$ cat src/rtl/tm1638_serial_driver.sv
// Continuous TM1638 refresh driver: one frame = mode byte, 16-byte display write, brightness byte.
// Define TM1638_HEX_FONT_EN to render digit codes 10-15 as A b C d E F instead of blank.
`timescale 1ns/1ps
module tm1638_serial_driver #(
   parameter int CLK_DIV   = 25,
   parameter int GAP_TICKS = 4
) (
   input  logic        clk,
   input  logic        rst_n,
   input  logic [31:0] digits,
   input  logic [7:0]  blank,
   input  logic [7:0]  leds,
   input  logic [2:0]  brightness,
   output logic        tm_clk,
   output logic        tm_stb,
   output logic        tm_dio,
   output logic        frame_done
);

   localparam int TW = (CLK_DIV > 1) ? $clog2(CLK_DIV) : 1;
   localparam int GW = $clog2(GAP_TICKS + 1);
   localparam logic [TW-1:0] TICK_MAX = TW'(CLK_DIV - 1);
   localparam logic [GW-1:0] GAP_MAX  = GW'(GAP_TICKS - 1);

   typedef enum logic [1:0] {S_START, S_SHIFT, S_STOP, S_GAP} state_t;

   state_t        state;
   logic [TW-1:0] tick_cnt;
   logic          tick;
   logic [GW-1:0] gap_cnt;
   logic [3:0]    bit_cnt;
   logic [4:0]    byte_idx;
   logic [4:0]    last_idx;
   logic [1:0]    txn;
   logic [31:0]   snap_digits;
   logic [7:0]    snap_blank;
   logic [7:0]    snap_leds;
   logic [2:0]    snap_bright;
   logic [7:0]    cur_byte;
   logic [7:0]    nxt_byte;

   function automatic logic [7:0] seg(input logic [3:0] d);
      case (d)
         4'h0: seg = 8'h3F;
         4'h1: seg = 8'h06;
         4'h2: seg = 8'h5B;
         4'h3: seg = 8'h4F;
         4'h4: seg = 8'h66;
         4'h5: seg = 8'h6D;
         4'h6: seg = 8'h7D;
         4'h7: seg = 8'h07;
         4'h8: seg = 8'h7F;
         4'h9: seg = 8'h6F;
`ifdef TM1638_HEX_FONT_EN
         4'hA: seg = 8'h77;
         4'hB: seg = 8'h7C;
         4'hC: seg = 8'h39;
         4'hD: seg = 8'h5E;
         4'hE: seg = 8'h79;
         4'hF: seg = 8'h71;
`endif
         default: seg = 8'h00;
      endcase
   endfunction

   // Byte idx of transaction t; in T1 idx 0 is the address command, idx k is display address k-1.
   function automatic logic [7:0] byte_at(input logic [1:0] t, input logic [4:0] idx,
                                          input logic [31:0] dg, input logic [7:0] bl,
                                          input logic [7:0] ld, input logic [2:0] br);
      logic [3:0] addr;
      logic [2:0] i;
      addr    = 4'(idx - 5'd1);
      i       = addr[3:1];
      byte_at = 8'h00;
      case (t)
         2'd0: byte_at = 8'h40;
         2'd1: begin
            if (idx == 5'd0)
               byte_at = 8'hC0;
            else if (!addr[0])
               byte_at = bl[i] ? 8'h00 : seg(dg[{i, 2'b00} +: 4]);
            else
               byte_at = {7'b0, ld[i]};
         end
         default: byte_at = {5'b10001, br};
      endcase
   endfunction

   assign tick     = (tick_cnt == TICK_MAX);
   assign last_idx = (txn == 2'd1) ? 5'd16 : 5'd0;
   assign cur_byte = byte_at(txn, byte_idx, snap_digits, snap_blank, snap_leds, snap_bright);
   assign nxt_byte = byte_at(txn, byte_idx + 5'd1, snap_digits, snap_blank, snap_leds, snap_bright);

   always_ff @(posedge clk or negedge rst_n) begin
      if (!rst_n)
         tick_cnt <= '0;
      else
         tick_cnt <= tick ? '0 : tick_cnt + 1'b1;
   end

   // Reset parks the bus in the gap after T2 so the first frame starts cleanly after GAP_TICKS ticks.
   always_ff @(posedge clk or negedge rst_n) begin
      if (!rst_n) begin
         state       <= S_GAP;
         txn         <= 2'd2;
         gap_cnt     <= '0;
         bit_cnt     <= '0;
         byte_idx    <= '0;
         tm_clk      <= 1'b1;
         tm_stb      <= 1'b1;
         tm_dio      <= 1'b1;
         frame_done  <= 1'b0;
         snap_digits <= '0;
         snap_blank  <= '0;
         snap_leds   <= '0;
         snap_bright <= '0;
      end else begin
         frame_done <= 1'b0;
         if (tick) begin
            case (state)
               S_GAP: begin
                  if (gap_cnt == GAP_MAX) begin
                     state    <= S_START;
                     tm_stb   <= 1'b0;
                     byte_idx <= '0;
                     if (txn == 2'd2) begin
                        txn         <= 2'd0;
                        frame_done  <= 1'b1;
                        snap_digits <= digits;
                        snap_blank  <= blank;
                        snap_leds   <= leds;
                        snap_bright <= brightness;
                     end else begin
                        txn <= txn + 2'd1;
                     end
                  end else begin
                     gap_cnt <= gap_cnt + 1'b1;
                  end
               end
               S_START: begin
                  state   <= S_SHIFT;
                  bit_cnt <= '0;
                  tm_clk  <= 1'b0;
                  tm_dio  <= cur_byte[0];
               end
               S_SHIFT: begin
                  if (!bit_cnt[0]) begin
                     tm_clk  <= 1'b1;
                     bit_cnt <= bit_cnt + 4'd1;
                  end else if (bit_cnt == 4'd15) begin
                     if (byte_idx == last_idx) begin
                        state <= S_STOP;
                     end else begin
                        byte_idx <= byte_idx + 5'd1;
                        bit_cnt  <= '0;
                        tm_clk   <= 1'b0;
                        tm_dio   <= nxt_byte[0];
                     end
                  end else begin
                     bit_cnt <= bit_cnt + 4'd1;
                     tm_clk  <= 1'b0;
                     tm_dio  <= cur_byte[bit_cnt[3:1] + 3'd1];
                  end
               end
               default: begin
                  state   <= S_GAP;
                  gap_cnt <= '0;
                  tm_stb  <= 1'b1;
                  tm_dio  <= 1'b1;
               end
            endcase
         end
      end
   end

endmodule

$ cat config.mk
export PLATFORM = sky130hd
export DESIGN_NAME = tm1638_serial_driver
export DESIGN_NICKNAME = d
export VERILOG_FILES = /design/src/rtl/tm1638_serial_driver.sv
export SDC_FILE = /design/constraint.sdc
export NUM_CORES = 1
export LEC_CHECK = 0
export BUFFER_PORTS_ARGS = -buffer_cell sky130_fd_sc_hd__buf_4
export CAP_MARGIN = 20
export CORE_MARGIN = 4
export CORE_UTILIZATION = 53
export CTS_CLUSTER_DIAMETER = 50
export DETAILED_ROUTE_END_ITERATION = 7
export GPL_TIMING_DRIVEN = 0
export PLACE_DENSITY_LB_ADDON = 0.08
export SYNTH_ARGS = -nofsm -noshare
export SYNTH_HDL_FRONTEND = slang
export SYNTH_SLANG_ARGS = --single-unit
$ cat constraint.sdc
create_clock -name clk -period 3.4 [get_ports clk]
set_input_delay 0.17 -clock clk [delete_from_list [all_inputs] [get_ports clk]]
set_output_delay 0.17 -clock clk [all_outputs]
set_load 0.03 [all_outputs]
# --- Word-level counts from Yosys, hierarchy flattened ---
# Memories as Yosys holds them, arrays and structs flattened.
# Index checks and enable logic that the tools add are counted.
classes:
  n_addsub: 8
  multipliers: 0
  div: 0
  magnitude_cmp: 3
  eq_ne: 16
  n_shift: 2
  n_mux: 51
  bitwise: 2
  n_reduce_logical: 16
ops:
  columns: ["cell", "n"]
  rows:
  - ["32-bit by 6-bit indexed part select with 4-bit output", 2]
  - ["5-bit two-way mux", 6]
  - ["8-bit two-way mux", 3]
  - ["1-bit two-way mux", 19]
  - ["8-bit case mux with 2 select lines", 1]
  - ["1-bit binary-select mux with 3-bit select", 5]
  - ["3-bit by 4-bit less-than comparator with 1-bit output, second input constant", 3]
  - ["4-bit two-way mux", 3]
  - ["2-bit inequality test, second input constant", 6]
  - ["3-bit AND reduction", 4]
  - ["5-bit by 1-bit adder with 5-bit output, second input constant", 2]
  - ["5-bit zero test", 2]
  - ["2-bit two-way mux", 5]
  - ["5-bit case mux with 2 select lines", 1]
  - ["4-bit case mux with 2 select lines", 1]
  - ["4-bit AND reduction", 2]
  - ["4-bit by 1-bit subtractor with 4-bit output, second input constant", 2]
  - ["3-bit by 1-bit adder with 3-bit output, second input constant", 2]
  - ["1-bit case mux with 2 select lines", 3]
  - ["2-bit case mux with 3 select lines", 1]
  - ["3-bit case mux with 2 select lines", 1]
  - ["6-bit AND reduction", 1]
  - ["5-bit == test", 1]
  - ["5-bit == test, second input constant", 1]
  - ["16 further kinds", 21]
word_totals:
  ff_bits: 76
  latchBits: 0
  ramBits: 0
  rom_bits: 224
  in_bits: 53
  out_inout_bits: 4
  wordCells: 115
  n_memories: 2
mem_list:
  columns: ["memory", "words", "width", "rd", "rd_ports_with_merged_regs", "wr", "line_no", "rtl"]
  rows:
  - ["(name not given)", 16, 7, 1, 0, 0, "43", "case (d)"]
  - ["(name not given)", 16, 7, 1, 0, 0, "43", null]

# --- Depth between registers and ports, before layout ---
# Gate-level depths: netlist (run 1).
logic_depth:
  ltp_word: 12
  ltp_mapped: 18
  depth_no_buf: 13

# --- Worst setup path before layout (run 1) ---
# No wires, ideal clock.
synth_timing:
  path_type: "register to register"
  start: "register byte_idx[0]"
  end: "register tm_dio"
  setup_ns: 0.077
  arrival_time_ns: 3.377
  required_time_ns: 3.323
  setup_slack_ns: -0.054
  path_stages_with_launch: 16
  n_path_buf: 3
  period_less_slack_ns: 3.454
  cell_sequence: "dfrtp_1 > buf_4 > buf_2 > inv_1 > ha_1 > xor2_1 > buf_2 > mux4_2 > mux2i_1 > inv_1 > ha_1 > nand3b_1 > a31oi_1 > o21ai_0 > a311o_1 > a31oi_1"
synth_via:
  elab_chain_len: 12
  word_cells_on_any_way: 34
  cone_classes: "add/sub (3); eq/ne (2); shift (2); mux (22); reduce/logical (3); memory (2)"
synth_lines:
  columns: ["item", "line_no", "rtl"]
  rows:
  - ["start: declaration", "32", "logic [4:0] byte_idx;"]
  - ["start signal: assignment", "154", "byte_idx <= byte_idx + 5'd1;"]
  - ["5-bit by 1-bit adder with 5-bit output / 4-bit by 1-bit subtractor with 4-bit output (equally long branches)", "92, 72", null]
  - ["4-bit by 1-bit subtractor with 4-bit output, or another cell as far along", "72", "addr = 4'(idx - 5'd1);"]
  - ["32-bit by 6-bit indexed part select with 4-bit output, or another cell as far along", "81", "byte_at = bl[i] ? 8'h00 : seg(dg[{i, 2'b00} +: 4]);"]
  - ["memory 16 x 7 bit, or another cell as far along", null, null]
  - ["1-bit two-way mux / 8-bit two-way mux (equally long branches)", "81, 80", null]
  - ["1-bit two-way mux / 8-bit two-way mux (equally long branches)", "80, 78", null]
  - ["1-bit two-way mux / 8-bit case mux with 2 select lines (equally long branches)", "78, 75", null]
  - ["1-bit case mux with 2 select lines / 1-bit binary-select mux with 3-bit select (equally long branches)", "75, 162", null]
  - ["1-bit two-way mux, on equally long branches", "151, 162", null]
  - ["1-bit two-way mux", "150", "end else if (bit_cnt == 4'd15) begin"]
  - ["1-bit two-way mux", "147", "if (!bit_cnt[0]) begin"]
  - ["1-bit case mux with 3 select lines", "120", "case (state)"]
  - ["end signal: assignment", "144", "tm_dio <= cur_byte[0];"]
  - ["end signal: assignment", "157", "tm_dio <= nxt_byte[0];"]
  - ["end signal: assignment", "162", "tm_dio <= cur_byte[bit_cnt[3:1] + 3'd1];"]
  - ["end: declaration", "16", "output logic tm_dio,"]
# Parallel ways exist; a longest one is shown, timed or not. The select of a mux whose other input is x is not followed.
# A chain may end at the register's enable or synchronous reset.

# --- Final worst setup path (run 1) ---
layout_timing:
  start: "register byte_idx[1]"
  end: "register tm_dio"
# Same word-level chain as after synthesis.

==> results of run 1 <==
[cells by family (layout without fill, tap and decap cells)]
kind of cell / Yosys count / count (layout) / synth area share
multiplexers: 90 / 90 / 0.245
flip-flops: 76 / 76 / 0.395
buffers and inverters: 49 / 147 / 0.0497
AND/OR/NAND/NOR: 120 / 120 / 0.125
AO/OA/AOI/OAI: 86 / 86 / 0.118
XOR/XNOR: 9 / 9 / 0.0202
adder cells (fa/ha/maj): 18 / 18 / 0.0466
[layout make-up]
cell class,count,area share
Clock buffer,9,0.0207
Inverter,22,0.0157
Timing Repair Buffer,83,0.108
Buffer,26,0.0314
Sequential cell,76,0.320
Clock inverter,7,0.0136
Multi-Input combinational cell,323,0.468
Tap cell,108,0.0226
[placed cells by master, fill, tap and decap left out, drive strengths merged, types with 7 or more instances in the layout]
master  Yosys  layout
nand3      21      21
nor2       16      16
nand2      39      39
nand4       7       7
ha         18      18
a31oi       7       7
a21oi       7       7
mux4       16      16
mux2i      24      24
mux2       50      50
dfrtp      70      70
clkbuf     15      25
o21ai      33      33
inv        22      24
buf        12      91
[worst min-delay path by stage]
stage	endpoint	slack [ps]	cells after the start
floorplan	bit_cnt[0]$_DFFE_PN0P_	-130	0
global placement	tick_cnt[3]$_DFF_PN0_	370	1
detailed placement	tick_cnt[3]$_DFF_PN0_	380	1
CTS	snap_digits[15]$_DFFE_PN0P_	0.08	3
global route	snap_digits[31]$_DFFE_PN0P_	9	3
finish	snap_digits[31]$_DFFE_PN0P_	7	3
[power by group]
| part | switching [mW] | internal [mW] |
|---|---|---|
| clock network | 0.379 | 0.349 |
| logic | 0.0249 | 0.0389 |
| registers | 0 | 0.903 |
| total | 0.404 | 1.29 |
[stage by stage]
stage               utilization  setup WS, ps
floorplan                     -          22.4
global placement          0.613          -467
detailed placement        0.613          -443
CTS                       0.653          3.69
global route              0.678         -31.0
finish                    0.678          47.3
[sequential cells by signal (all words and copies together), names as in the netlist, 3 cells and up]
name,cells
gap_cnt,3
byte_idx,5
snap_leds,8
tick_cnt,5
snap_bright,3
bit_cnt,4
snap_digits,32
snap_blank,8
[layer usage]
| metal | GRT usage | part of all wire | vias up |
|---|---|---|---|
| met5 | 0 | 0 | - |
| met4 | 0.0845 | 0.022 | 0 |
| met3 | 0.0454 | 0.061 | 25 |
| met2 | 0.335 | 0.48 | 126 |
| met1 | 0.288 | 0.44 | 1916 |
| li1 | - | - | 1847 |
[critical path, cell delays in order (launching register included)]
cell and delay, ps:
sky130_fd_sc_hd__dfrtp_1 410, sky130_fd_sc_hd__buf_6 160, sky130_fd_sc_hd__clkinvlp_4 140, sky130_fd_sc_hd__ha_4 330, sky130_fd_sc_hd__buf_12 130, sky130_fd_sc_hd__xor2_4 190
sky130_fd_sc_hd__buf_8 160, sky130_fd_sc_hd__mux4_2 530, sky130_fd_sc_hd__a211o_1 280, sky130_fd_sc_hd__a311oi_1 260, sky130_fd_sc_hd__or3_1 190, sky130_fd_sc_hd__o211ai_1 110
sky130_fd_sc_hd__a31o_1 220, sky130_fd_sc_hd__a31oi_1 160
[what timing repair did]
item | CTS | global route
gates resized for setup | 13 | 26
hold buffers | 2 | 0
cloned | 0 | 1
hold endpoints to repair | 43 | 0
setup endpoints to repair | 1 | 1
buffers inserted | 11 | 13
pin swaps | 6 | 14
==> impl_summary.log, run 1 <==
INFO  metric status = finished clean
INFO  metric synthDistinctLibCells = 61
INFO  metric worst-endpoint-arrival = 3640 ps
INFO  metric synthesis.area = 4840 um2
INFO  metric period_needed = 3350 ps
INFO  metric finalHoldViolCount = 0
INFO  metric dp.cells = 612
INFO  metric first_pass_iters = 7
INFO  metric worstSetupPathType = flop to flop
INFO  metric maximum_capacitance_violations = 0
INFO  metric port-buffer-count = 56
INFO  metric drt_drc_violations_left = 0
INFO  metric path_max_fanout = 8
INFO  metric power.static_leakage = 2.75 nW
INFO  metric synthesis.instances = 448
INFO  metric diodes = 0
INFO  metric fp-row-count = 34
INFO  metric cellPowerDensity = 284 nW/um2
INFO  metric critical_path.reg2reg.startpoint = byte_idx[1]$_DFFE_PN0P_
INFO  metric routed-via-count = 3,914
INFO  metric holdCritStartpoint = digits[31]
INFO  metric postLayoutCellArea = 5970 um2
INFO  metric design.final.nets = 612
INFO  metric cts-htree-levels = 3
INFO  metric antenna_found_initial = 0
INFO  metric sequential_area_share_after_synthesis = 0.395
INFO  metric max_vdd_drop = 0.192 mV
INFO  metric path_clk_slew = 90 ps
INFO  metric synth_area_per_cell = 10.8 um2
INFO  metric critical_path_sink = tm_dio$_DFFE_PN1P_
INFO  metric timing.reg2reg.worst_path_depth = 13
INFO  metric post-synth-top-count-cell = sky130_fd_sc_hd__dfrtp_1
INFO  metric yosysWarnings = 0
INFO  metric clock-root-buffer = sky130_fd_sc_hd__clkbuf_8
INFO  metric grt_first_pass_wirelength = 18.8 mm
INFO  metric cts_tree = built
INFO  metric detailedRoute.firstIterationViolations = 221
INFO  metric floorplan.die.height = 104 um
INFO  metric hold_ws = 7.48 ps
INFO  metric period_share = 0.986
INFO  metric grt_start_max_net_pins = 77
INFO  metric tns = 0 ps
INFO  metric worst_slew_pin_slew = 965 ps
INFO  metric finClkSkew = 10.4 ps
INFO  metric avgViaCountPerCell = 5.98
INFO  metric netlist.area_leader.share = 0.362
INFO  metric cts-buffers-inserted = 9
INFO  metric pin_count = 57
INFO  metric drive_above_1_share = 0.363
INFO  metric timing.slew.headroom = 0.356
INFO  metric cp_startpoint_kind = flop
INFO  metric yosysTopAreaCell = sky130_fd_sc_hd__dfrtp_1
INFO  metric synth-edff-count = 0
INFO  metric layout.filler_cells = 680
INFO  metric critical_path.reg2reg.endpoint = tm_dio$_DFFE_PN1P_
INFO  metric multi_input_comb_area = 2790 um2
INFO  metric syn_to_final_growth = 23.4%
INFO  metric postSynth.topFlopCell = sky130_fd_sc_hd__dfrtp_1
INFO  metric finalWirelength = 11.7 mm
INFO  metric route.antenna.remaining_nets = 0
INFO  metric dp_hpwl = 8.31 mm
INFO  metric cell_types_with_the_highest_counts_after_synthesis = sky130_fd_sc_hd__dfrtp_1 (70), sky130_fd_sc_hd__mux2_2 (50), sky130_fd_sc_hd__nand2_1 (39)
INFO  metric cts_max_path_buffers = 2
INFO  metric r2r_setup_slack = 50 ps
INFO  metric die-area = 10,700 um2
INFO  metric sequential_cell_area = 1910 um2
INFO  metric groute.usage.overall = 0.213
INFO  metric coreArea = 8810 um2
INFO  metric finalMaxSlewViolations = 0
INFO  metric stdcell_count = 654
INFO  metric die_w = 104 um
INFO  metric placement.cell_area = 5400 um2
INFO  metric maxClockFrequency = 298 MHz
INFO  metric mappedNetlistNets = 519
INFO  metric timing.critical_path.from = byte_idx[1]$_DFFE_PN0P_
INFO  metric initial_utilization = 0.549
INFO  metric grt_pass1_vias = 3,768
INFO  metric clock-sinks = 76
INFO  metric yosys-top-cells-area = sky130_fd_sc_hd__dfrtp_1 (36%), sky130_fd_sc_hd__mux2_2 (12%), sky130_fd_sc_hd__mux2i_1 (5.0%)
INFO  metric totalPowerFinal = 1.70 mW
INFO  metric drt-wirelength-per-cell = 17.8 um
INFO  metric cp-end-kind = flop
INFO  metric cp.required = 3690 ps
INFO  metric yosys_register_bits = 76
INFO  metric ys_async_sr_fraction = 1.00
INFO  metric globalRoute.totalOverflow = 0
INFO  metric timing.final.setup_violations = 0
INFO  metric clk-insertion-delay-late = 360 ps
INFO  metric routabilityCongestion = 0.871
INFO  metric timing.hold.worst.class = input port to flop
Power figures use the tool's default switching activity.
==> run 2, diff against run 1 <==
- MAX_ROUTING_LAYER: not set -> met4
==> impl_summary.log, run 2 (synthesis gave the netlist of run 1 again) <==
INFO  metric grt_start_max_net_pins = 77 (unchanged)
INFO  metric cts-buffers-inserted = 9 (unchanged)
INFO  metric routed-via-count = 3,921 (+0.18%)
INFO  metric detailedRoute.firstIterationViolations = 187 (-15%)
INFO  metric max_vdd_drop = 0.194 mV (+1.1%)
INFO  metric die_w = 104 um (unchanged)
INFO  metric worst_slew_pin_slew = 970 ps (+4.12 ps)
INFO  metric cts_tree = built
INFO  metric diodes = 0 (unchanged)
INFO  metric worstSetupPathType = flop to flop
INFO  metric port-buffer-count = 56 (unchanged)
INFO  metric drive_above_1_share = 0.349 (-0.0138)
INFO  metric avgViaCountPerCell = 6.06 (+1.3%)
INFO  metric groute.usage.overall = 0.228 (+0.0158)
INFO  metric clock-root-buffer = sky130_fd_sc_hd__clkbuf_8
INFO  metric clk-insertion-delay-late = 360 ps (about the same)
INFO  metric layout.filler_cells = 702 (+3.2%)
INFO  metric maximum_capacitance_violations = 0 (unchanged)
INFO  metric grt_first_pass_wirelength = 19.3 mm (+3.1%)
INFO  metric largest_reg_flops = 32 (unchanged)
INFO  metric grt_setup_unrepaired = no
INFO  metric finClkSkew = 15.0 ps (+4.58 ps)
INFO  metric antenna_found_initial = 0 (unchanged)
INFO  metric postLayoutCellArea = 5920 um2 (-0.86%)
INFO  metric power.static_leakage = 2.73 nW (-0.76%)
INFO  metric syn_to_final_growth = 22.4%
INFO  metric worst-endpoint-arrival = 3530 ps (-110 ps)
INFO  metric placement.cell_area = 5400 um2 (unchanged)
INFO  metric finalWirelength = 11.9 mm (+1.6%)
INFO  metric registers.top_by_ff_count = snap_digits
INFO  metric cp.required = 3690 ps (about the same)
INFO  metric final_core_util = 0.672 (-0.00583)
INFO  metric status = finished clean
INFO  metric cp-end-kind = flop
INFO  metric routabilityCongestion = 0.873 (+0.23%)
INFO  metric layout_common_cells = sky130_fd_sc_hd__buf_4 (74), sky130_fd_sc_hd__dfrtp_1 (69), sky130_fd_sc_hd__mux2_2 (50), sky130_fd_sc_hd__nand2_1 (38), sky130_fd_sc_hd__o21ai_0 (32)
INFO  metric timing.critical_path.from = byte_idx[1]$_DFFE_PN0P_
INFO  metric timing.hold.worst.class = input port to flop
INFO  metric timing.final.setup_violations = 0 (unchanged)
INFO  metric multi_input_comb_area = 2770 um2 (-0.81%)
INFO  metric critical_path.reg2reg.endpoint = tm_dio$_DFFE_PN1P_
INFO  metric clock-sinks = 76 (unchanged)
INFO  metric coreArea = 8810 um2 (unchanged)
INFO  metric cts-htree-levels = 3 (unchanged)
INFO  metric die-area = 10,700 um2 (unchanged)
INFO  metric grt_pass1_vias = 3,895 (+3.4%)
INFO  metric sequential_cell_area = 1910 um2 (about the same)
INFO  metric fp-row-count = 34 (unchanged)
INFO  metric critical_path.reg2reg.startpoint = byte_idx[1]$_DFFE_PN0P_
INFO  metric finalMaxSlewViolations = 0 (unchanged)
INFO  metric path_clk_slew = 90 ps (about the same)
INFO  metric route.antenna.remaining_nets = 0 (unchanged)
INFO  metric drt_drc_violations_left = 0 (unchanged)
INFO  metric layout_commonest_cell = sky130_fd_sc_hd__buf_4
INFO  metric timing.reg2reg.worst_path_depth = 13 (unchanged)
INFO  metric period_needed = 3240 ps (-117 ps)
INFO  metric first_pass_iters = 5 (-2)
INFO  metric r2r_setup_slack = 160 ps (+120 ps)
INFO  metric finalHoldViolCount = 0 (unchanged)
INFO  metric largestRegisters = snap_digits (32), snap_blank (8), snap_leds (8)
INFO  metric timing.slew.headroom = 0.354 (-0.00275)
INFO  metric critical_path_sink = tm_dio$_DFFE_PN1P_
INFO  metric cts_max_path_buffers = 2 (unchanged)
INFO  metric cellPowerDensity = 313 nW/um2 (+10%)
INFO  metric design.final.nets = 605 (-1.1%)
INFO  metric initial_utilization = 0.549 (unchanged)
INFO  metric path_max_fanout = 8 (unchanged)
INFO  metric totalPowerFinal = 1.85 mW (+9.2%)
INFO  metric pin_count = 57 (unchanged)
INFO  metric floorplan.die.height = 104 um (unchanged)
INFO  metric maxClockFrequency = 309 MHz (+3.6%)
INFO  metric cp_startpoint_kind = flop
INFO  metric dp_hpwl = 8.52 mm (+2.6%)
INFO  metric globalRoute.totalOverflow = 0 (unchanged)
INFO  metric period_share = 0.952 (-0.0343)
INFO  metric drt-wirelength-per-cell = 18.3 um (+2.7%)
-- run 2: cell count changes in the layout (fill, tap and decap cells not counted), sizes merged --
cell,change
buf,-6
bufinv,+2
clkinvlp,-1
inv,-1
clkinv,-1
-- run 2: critical path, cell delays in order (launching register included) --
cell and delay, ps:
sky130_fd_sc_hd__dfrtp_2 430, sky130_fd_sc_hd__buf_6 140, sky130_fd_sc_hd__buf_4 130, sky130_fd_sc_hd__o31ai_2 400
sky130_fd_sc_hd__nand2_2 220, sky130_fd_sc_hd__mux4_2 310, sky130_fd_sc_hd__mux2i_4 80, sky130_fd_sc_hd__buf_4 160
sky130_fd_sc_hd__ha_1 180, sky130_fd_sc_hd__or3_1 390, sky130_fd_sc_hd__a31oi_1 130, sky130_fd_sc_hd__o21ai_0 100
sky130_fd_sc_hd__a311o_1 320, sky130_fd_sc_hd__a31oi_1 160
-- run 2: what timing repair did --
action,4_1_cts,5_1_grt
endpoints found under the hold margin,17,0
endpoints found under the setup margin,1,1
resized for setup,15,17
hold buffers,2,0
pin swaps,3,7
buffers inserted,7,11
-- run 2: where the power goes --
part / total, mW / switching (mW) / internal [mW]
logic: 0.0638 / 0.0249 / 0.0389
clock network: 0.884 / 0.367 / 0.517
registers: 0.903 / 0 / 0.903
-- run 2: worst min path at each step --
stage	start	to	slack (ps)	cells past startpoint
floorplan	rst_n	bit_cnt[0]$_DFFE_PN0P_	-130	0
global placement	rst_n	tick_cnt[4]$_DFF_PN0_	370	1
detailed placement	digits[7]	snap_digits[7]$_DFFE_PN0P_	380	3
CTS	digits[31]	snap_digits[31]$_DFFE_PN0P_	4	3
global route	digits[31]	snap_digits[31]$_DFFE_PN0P_	10	3
finish	digits[31]	snap_digits[31]$_DFFE_PN0P_	10	3
-- run 2: cell type report --
cell class / count / share of cell area
clock buffer: 10 / 0.0233
tap: 108 / 0.0228
clock inverter: 6 / 0.0201
timing repair buffer: 76 / 0.0972
inverter: 22 / 0.0159
sequential: 76 / 0.323
multi-input combinational: 323 / 0.468
buffer: 26 / 0.0298
-- run 2: metrics by stage --
stage,hold slack [ps],instances,TNS [ps],setup slack [ps]
after floorplan,-126,448,0,22.4
after global placement,372,612,-415,-415
after detailed placement,381,612,-436,-436
after CTS,3.88,637,0,24.2
after global routing,11.0,647,0,2.26
final,13.5,647,0,164
-- run 2: metal layers --
| layer | track usage | up-vias | part of all wire |
|---|---|---|---|
| met2 | 0.355 | 126 | 0.49 |
| li1 | - | 1836 | - |
| met1 | 0.307 | 1944 | 0.43 |
| met3 | 0.0410 | 15 | 0.055 |
| met5 | - | - | 0 |
| met4 | 0.0731 | 0 | 0.019 |
==> run 3, diff against run 2 <==
- REMOVE_ABC_BUFFERS: not set -> 1
==> impl_summary.log, run 3 (synthesis gave the netlist of run 1 again) <==
INFO  metric finalHoldViolCount = 0 (unchanged)
INFO  metric syn_to_final_growth = 20.3%
INFO  metric groute.usage.overall = 0.208 (-0.0202)
INFO  metric pin_count = 57 (unchanged)
INFO  metric path_clk_slew = 80 ps (about the same)
INFO  metric period_share = 0.977 (+0.0251)
INFO  metric cts-buffers-inserted = 9 (unchanged)
INFO  metric cp-end-kind = flop
INFO  metric coreArea = 8810 um2 (unchanged)
INFO  metric worst-endpoint-arrival = 3590 ps (+60 ps)
INFO  metric globalRoute.totalOverflow = 0 (unchanged)
INFO  metric postLayoutCellArea = 5820 um2 (-1.7%)
INFO  metric layout.filler_cells = 727 (+3.6%)
INFO  metric timing.critical_path.from = byte_idx[1]$_DFFE_PN0P_
INFO  metric routed-via-count = 3,784 (-3.5%)
INFO  metric cts-htree-levels = 3 (unchanged)
INFO  metric drive_above_1_share = 0.364 (+0.0152)
INFO  metric worstSetupPathType = flop to flop
INFO  metric cp_startpoint_kind = flop
INFO  metric cellPowerDensity = 296 nW/um2 (-5.5%)
INFO  metric worst_slew_pin_slew = 946 ps (-23.4 ps)
INFO  metric finalWirelength = 10.8 mm (-9.0%)
INFO  metric design.final.nets = 588 (-2.8%)
INFO  metric critical_path_sink = tm_dio$_DFFE_PN1P_
INFO  metric final_core_util = 0.661 (-0.0117)
INFO  metric sequential_cell_area = 1920 um2 (+0.46%)
INFO  metric detailedRoute.firstIterationViolations = 184 (-1.6%)
INFO  metric diodes = 0 (unchanged)
INFO  metric grt_pass1_vias = 3,742 (-3.9%)
INFO  metric status = finished clean
INFO  metric clock-sinks = 76 (unchanged)
INFO  metric antenna_found_initial = 0 (unchanged)
INFO  metric routabilityCongestion = 0.841 (-3.7%)
INFO  metric timing.hold.worst.class = input port to flop
INFO  metric r2r_setup_slack = 80 ps (-90 ps)
INFO  metric top_layer_used = met4
INFO  metric cts_tree = built
INFO  metric clock-root-buffer = sky130_fd_sc_hd__clkbuf_8
INFO  metric initial_utilization = 0.549 (unchanged)
INFO  metric dp_hpwl = 7.43 mm (-13%)
INFO  metric fp-row-count = 34 (unchanged)
INFO  metric avgViaCountPerCell = 6.01 (-0.89%)
INFO  metric floorplan.die.height = 104 um (unchanged)
INFO  metric largestRegisters = snap_digits (32), snap_blank (8), snap_leds (8)
INFO  metric drt-wirelength-per-cell = 17.1 um (-6.5%)
INFO  metric die-area = 10,700 um2 (unchanged)
INFO  metric route.antenna.remaining_nets = 0 (unchanged)
INFO  metric registers.top_by_ff_count = snap_digits
INFO  metric path_max_fanout = 13 (+5)
INFO  metric dp.cells = 589 (-3.8%)
INFO  metric grt_start_max_net_pins = 77 (unchanged)
INFO  metric largest_reg_flops = 32 (unchanged)
INFO  metric timing.reg2reg.worst_path_depth = 12 (-1)
INFO  metric maximum_capacitance_violations = 0 (unchanged)
INFO  metric route.met3.wl = 438 um (-33%)
INFO  metric clk-insertion-delay-late = 340 ps (-20 ps)
INFO  metric grt_setup_unrepaired = yes
INFO  metric stdcell_count = 630 (-2.6%)
INFO  metric drt_drc_violations_left = 0 (unchanged)
INFO  metric port-buffer-count = 56 (unchanged)
INFO  metric cts_max_path_buffers = 2 (unchanged)
INFO  metric layout_commonest_cell = sky130_fd_sc_hd__buf_4
INFO  metric finalMaxSlewViolations = 0 (unchanged)
INFO  metric first_pass_iters = 4 (-1)
INFO  metric die_w = 104 um (unchanged)
INFO  metric cp.required = 3670 ps (-20 ps)
INFO  metric critical_path.reg2reg.startpoint = byte_idx[1]$_DFFE_PN0P_
INFO  metric placement.cell_area = 5290 um2 (-2.1%)
INFO  metric tns = 0 ps (unchanged)
INFO  metric timing.slew.headroom = 0.369 (+0.0156)
INFO  metric grt_first_pass_wirelength = 17.9 mm (-7.4%)
INFO  metric finClkSkew = 5.61 ps (-9.41 ps)
INFO  metric max_vdd_drop = 0.243 mV (+26%)
INFO  metric detailroute.wirelength.met2 = 5.22 mm (-10%)
INFO  metric hold_ws = 30.0 ps (+16.5 ps)
INFO  metric multi_input_comb_area = 2790 um2 (+0.72%)
INFO  metric maxClockFrequency = 301 MHz (-2.6%)
INFO  metric layout_common_cells = sky130_fd_sc_hd__buf_4 (78), sky130_fd_sc_hd__dfrtp_1 (66), sky130_fd_sc_hd__mux2_2 (50), sky130_fd_sc_hd__nand2_1 (38), sky130_fd_sc_hd__o21ai_0 (33)
INFO  metric timing.final.setup_violations = 0 (unchanged)
INFO  metric wirelength_met1 = 4.89 mm (-5.0%)
INFO  metric power.static_leakage = 2.67 nW (-2.1%)
INFO  metric critical_path.reg2reg.endpoint = tm_dio$_DFFE_PN1P_
INFO  metric period_needed = 3320 ps (+85.4 ps)
run 3: changes by cell type in the layout (fill, tap and decap cells not counted), moves of 2 or more:
| cell | change |
|---|---|
| sky130_fd_sc_hd__clkbuf_1 | -14 |
| sky130_fd_sc_hd__buf_2 | -2 |
| sky130_fd_sc_hd__dfrtp_1 | -3 |
| sky130_fd_sc_hd__dfrtp_4 | +2 |
| sky130_fd_sc_hd__inv_8 | -2 |
| sky130_fd_sc_hd__buf_8 | -2 |
| sky130_fd_sc_hd__buf_4 | +4 |
run 3: through the flow:
step | setup WS, ps | total power, mW
finish | 78.5 | 1.72
global route | -58.0 | 1.79
CTS | 37.1 | 1.74
detailed placement | -1320 | 0.985
global placement | -4270 | 0.984
floorplan | -2420 | 0.922
run 3: timing repair:
action / CTS / global route
hold buffers: 1 / 0
hold endpoints to repair: 1 / 0
setup endpoints to repair: 1 / 12
buffers inserted: 12 / 12
gates resized for setup: 16 / 9
pin swaps: 2 / 1
run 3: worst min path at each step:
stage,startpoint,to,cells after the start
after floorplan,rst_n,bit_cnt[0]$_DFFE_PN0P_,0
after global placement,rst_n,txn[0]$_DFFE_PN0P_,1
after detailed placement,rst_n,snap_bright[1]$_DFFE_PN0P_,1
after CTS,digits[11],snap_digits[11]$_DFFE_PN0P_,3
after global routing,digits[8],snap_digits[8]$_DFFE_PN0P_,2
final,digits[15],snap_digits[15]$_DFFE_PN0P_,3
run 3: final cells by class:
cell class,instances,area share
Clock buffer,10,0.0219
Clock inverter,6,0.0153
Inverter,22,0.0142
Multi-Input combinational cell,323,0.480
Sequential cell,76,0.330
Tap cell,108,0.0232
Timing Repair Buffer,85,0.116
run 3: worst max-delay path, stage by stage, from the launching register on:
cell and delay (ps):
sky130_fd_sc_hd__dfrtp_2 520, sky130_fd_sc_hd__inv_2 120, sky130_fd_sc_hd__ha_4 390, sky130_fd_sc_hd__buf_12 130, sky130_fd_sc_hd__xor2_4 150, sky130_fd_sc_hd__buf_4 150
sky130_fd_sc_hd__mux4_1 600, sky130_fd_sc_hd__a211o_1 300, sky130_fd_sc_hd__a311oi_2 230, sky130_fd_sc_hd__or3_1 150, sky130_fd_sc_hd__o211ai_1 110, sky130_fd_sc_hd__a31o_1 240
sky130_fd_sc_hd__a31oi_1 140
run 3: per-layer routing:
| metal | up-vias | global-route usage |
|---|---|---|
| met5 | - | - |
| met4 | 0 | 0.0798 |
| met3 | 22 | 0.0336 |
| met2 | 107 | 0.327 |
| met1 | 1859 | 0.275 |
| li1 | 1796 | - |
run 3: power breakdown:
| group | switching, mW | internal, mW |
|---|---|---|
| Sequential | 0 | 0.903 |
| Clock | 0.340 | 0.413 |
| Combinational | 0.0248 | 0.0382 |
| Total | 0.365 | 1.35 |
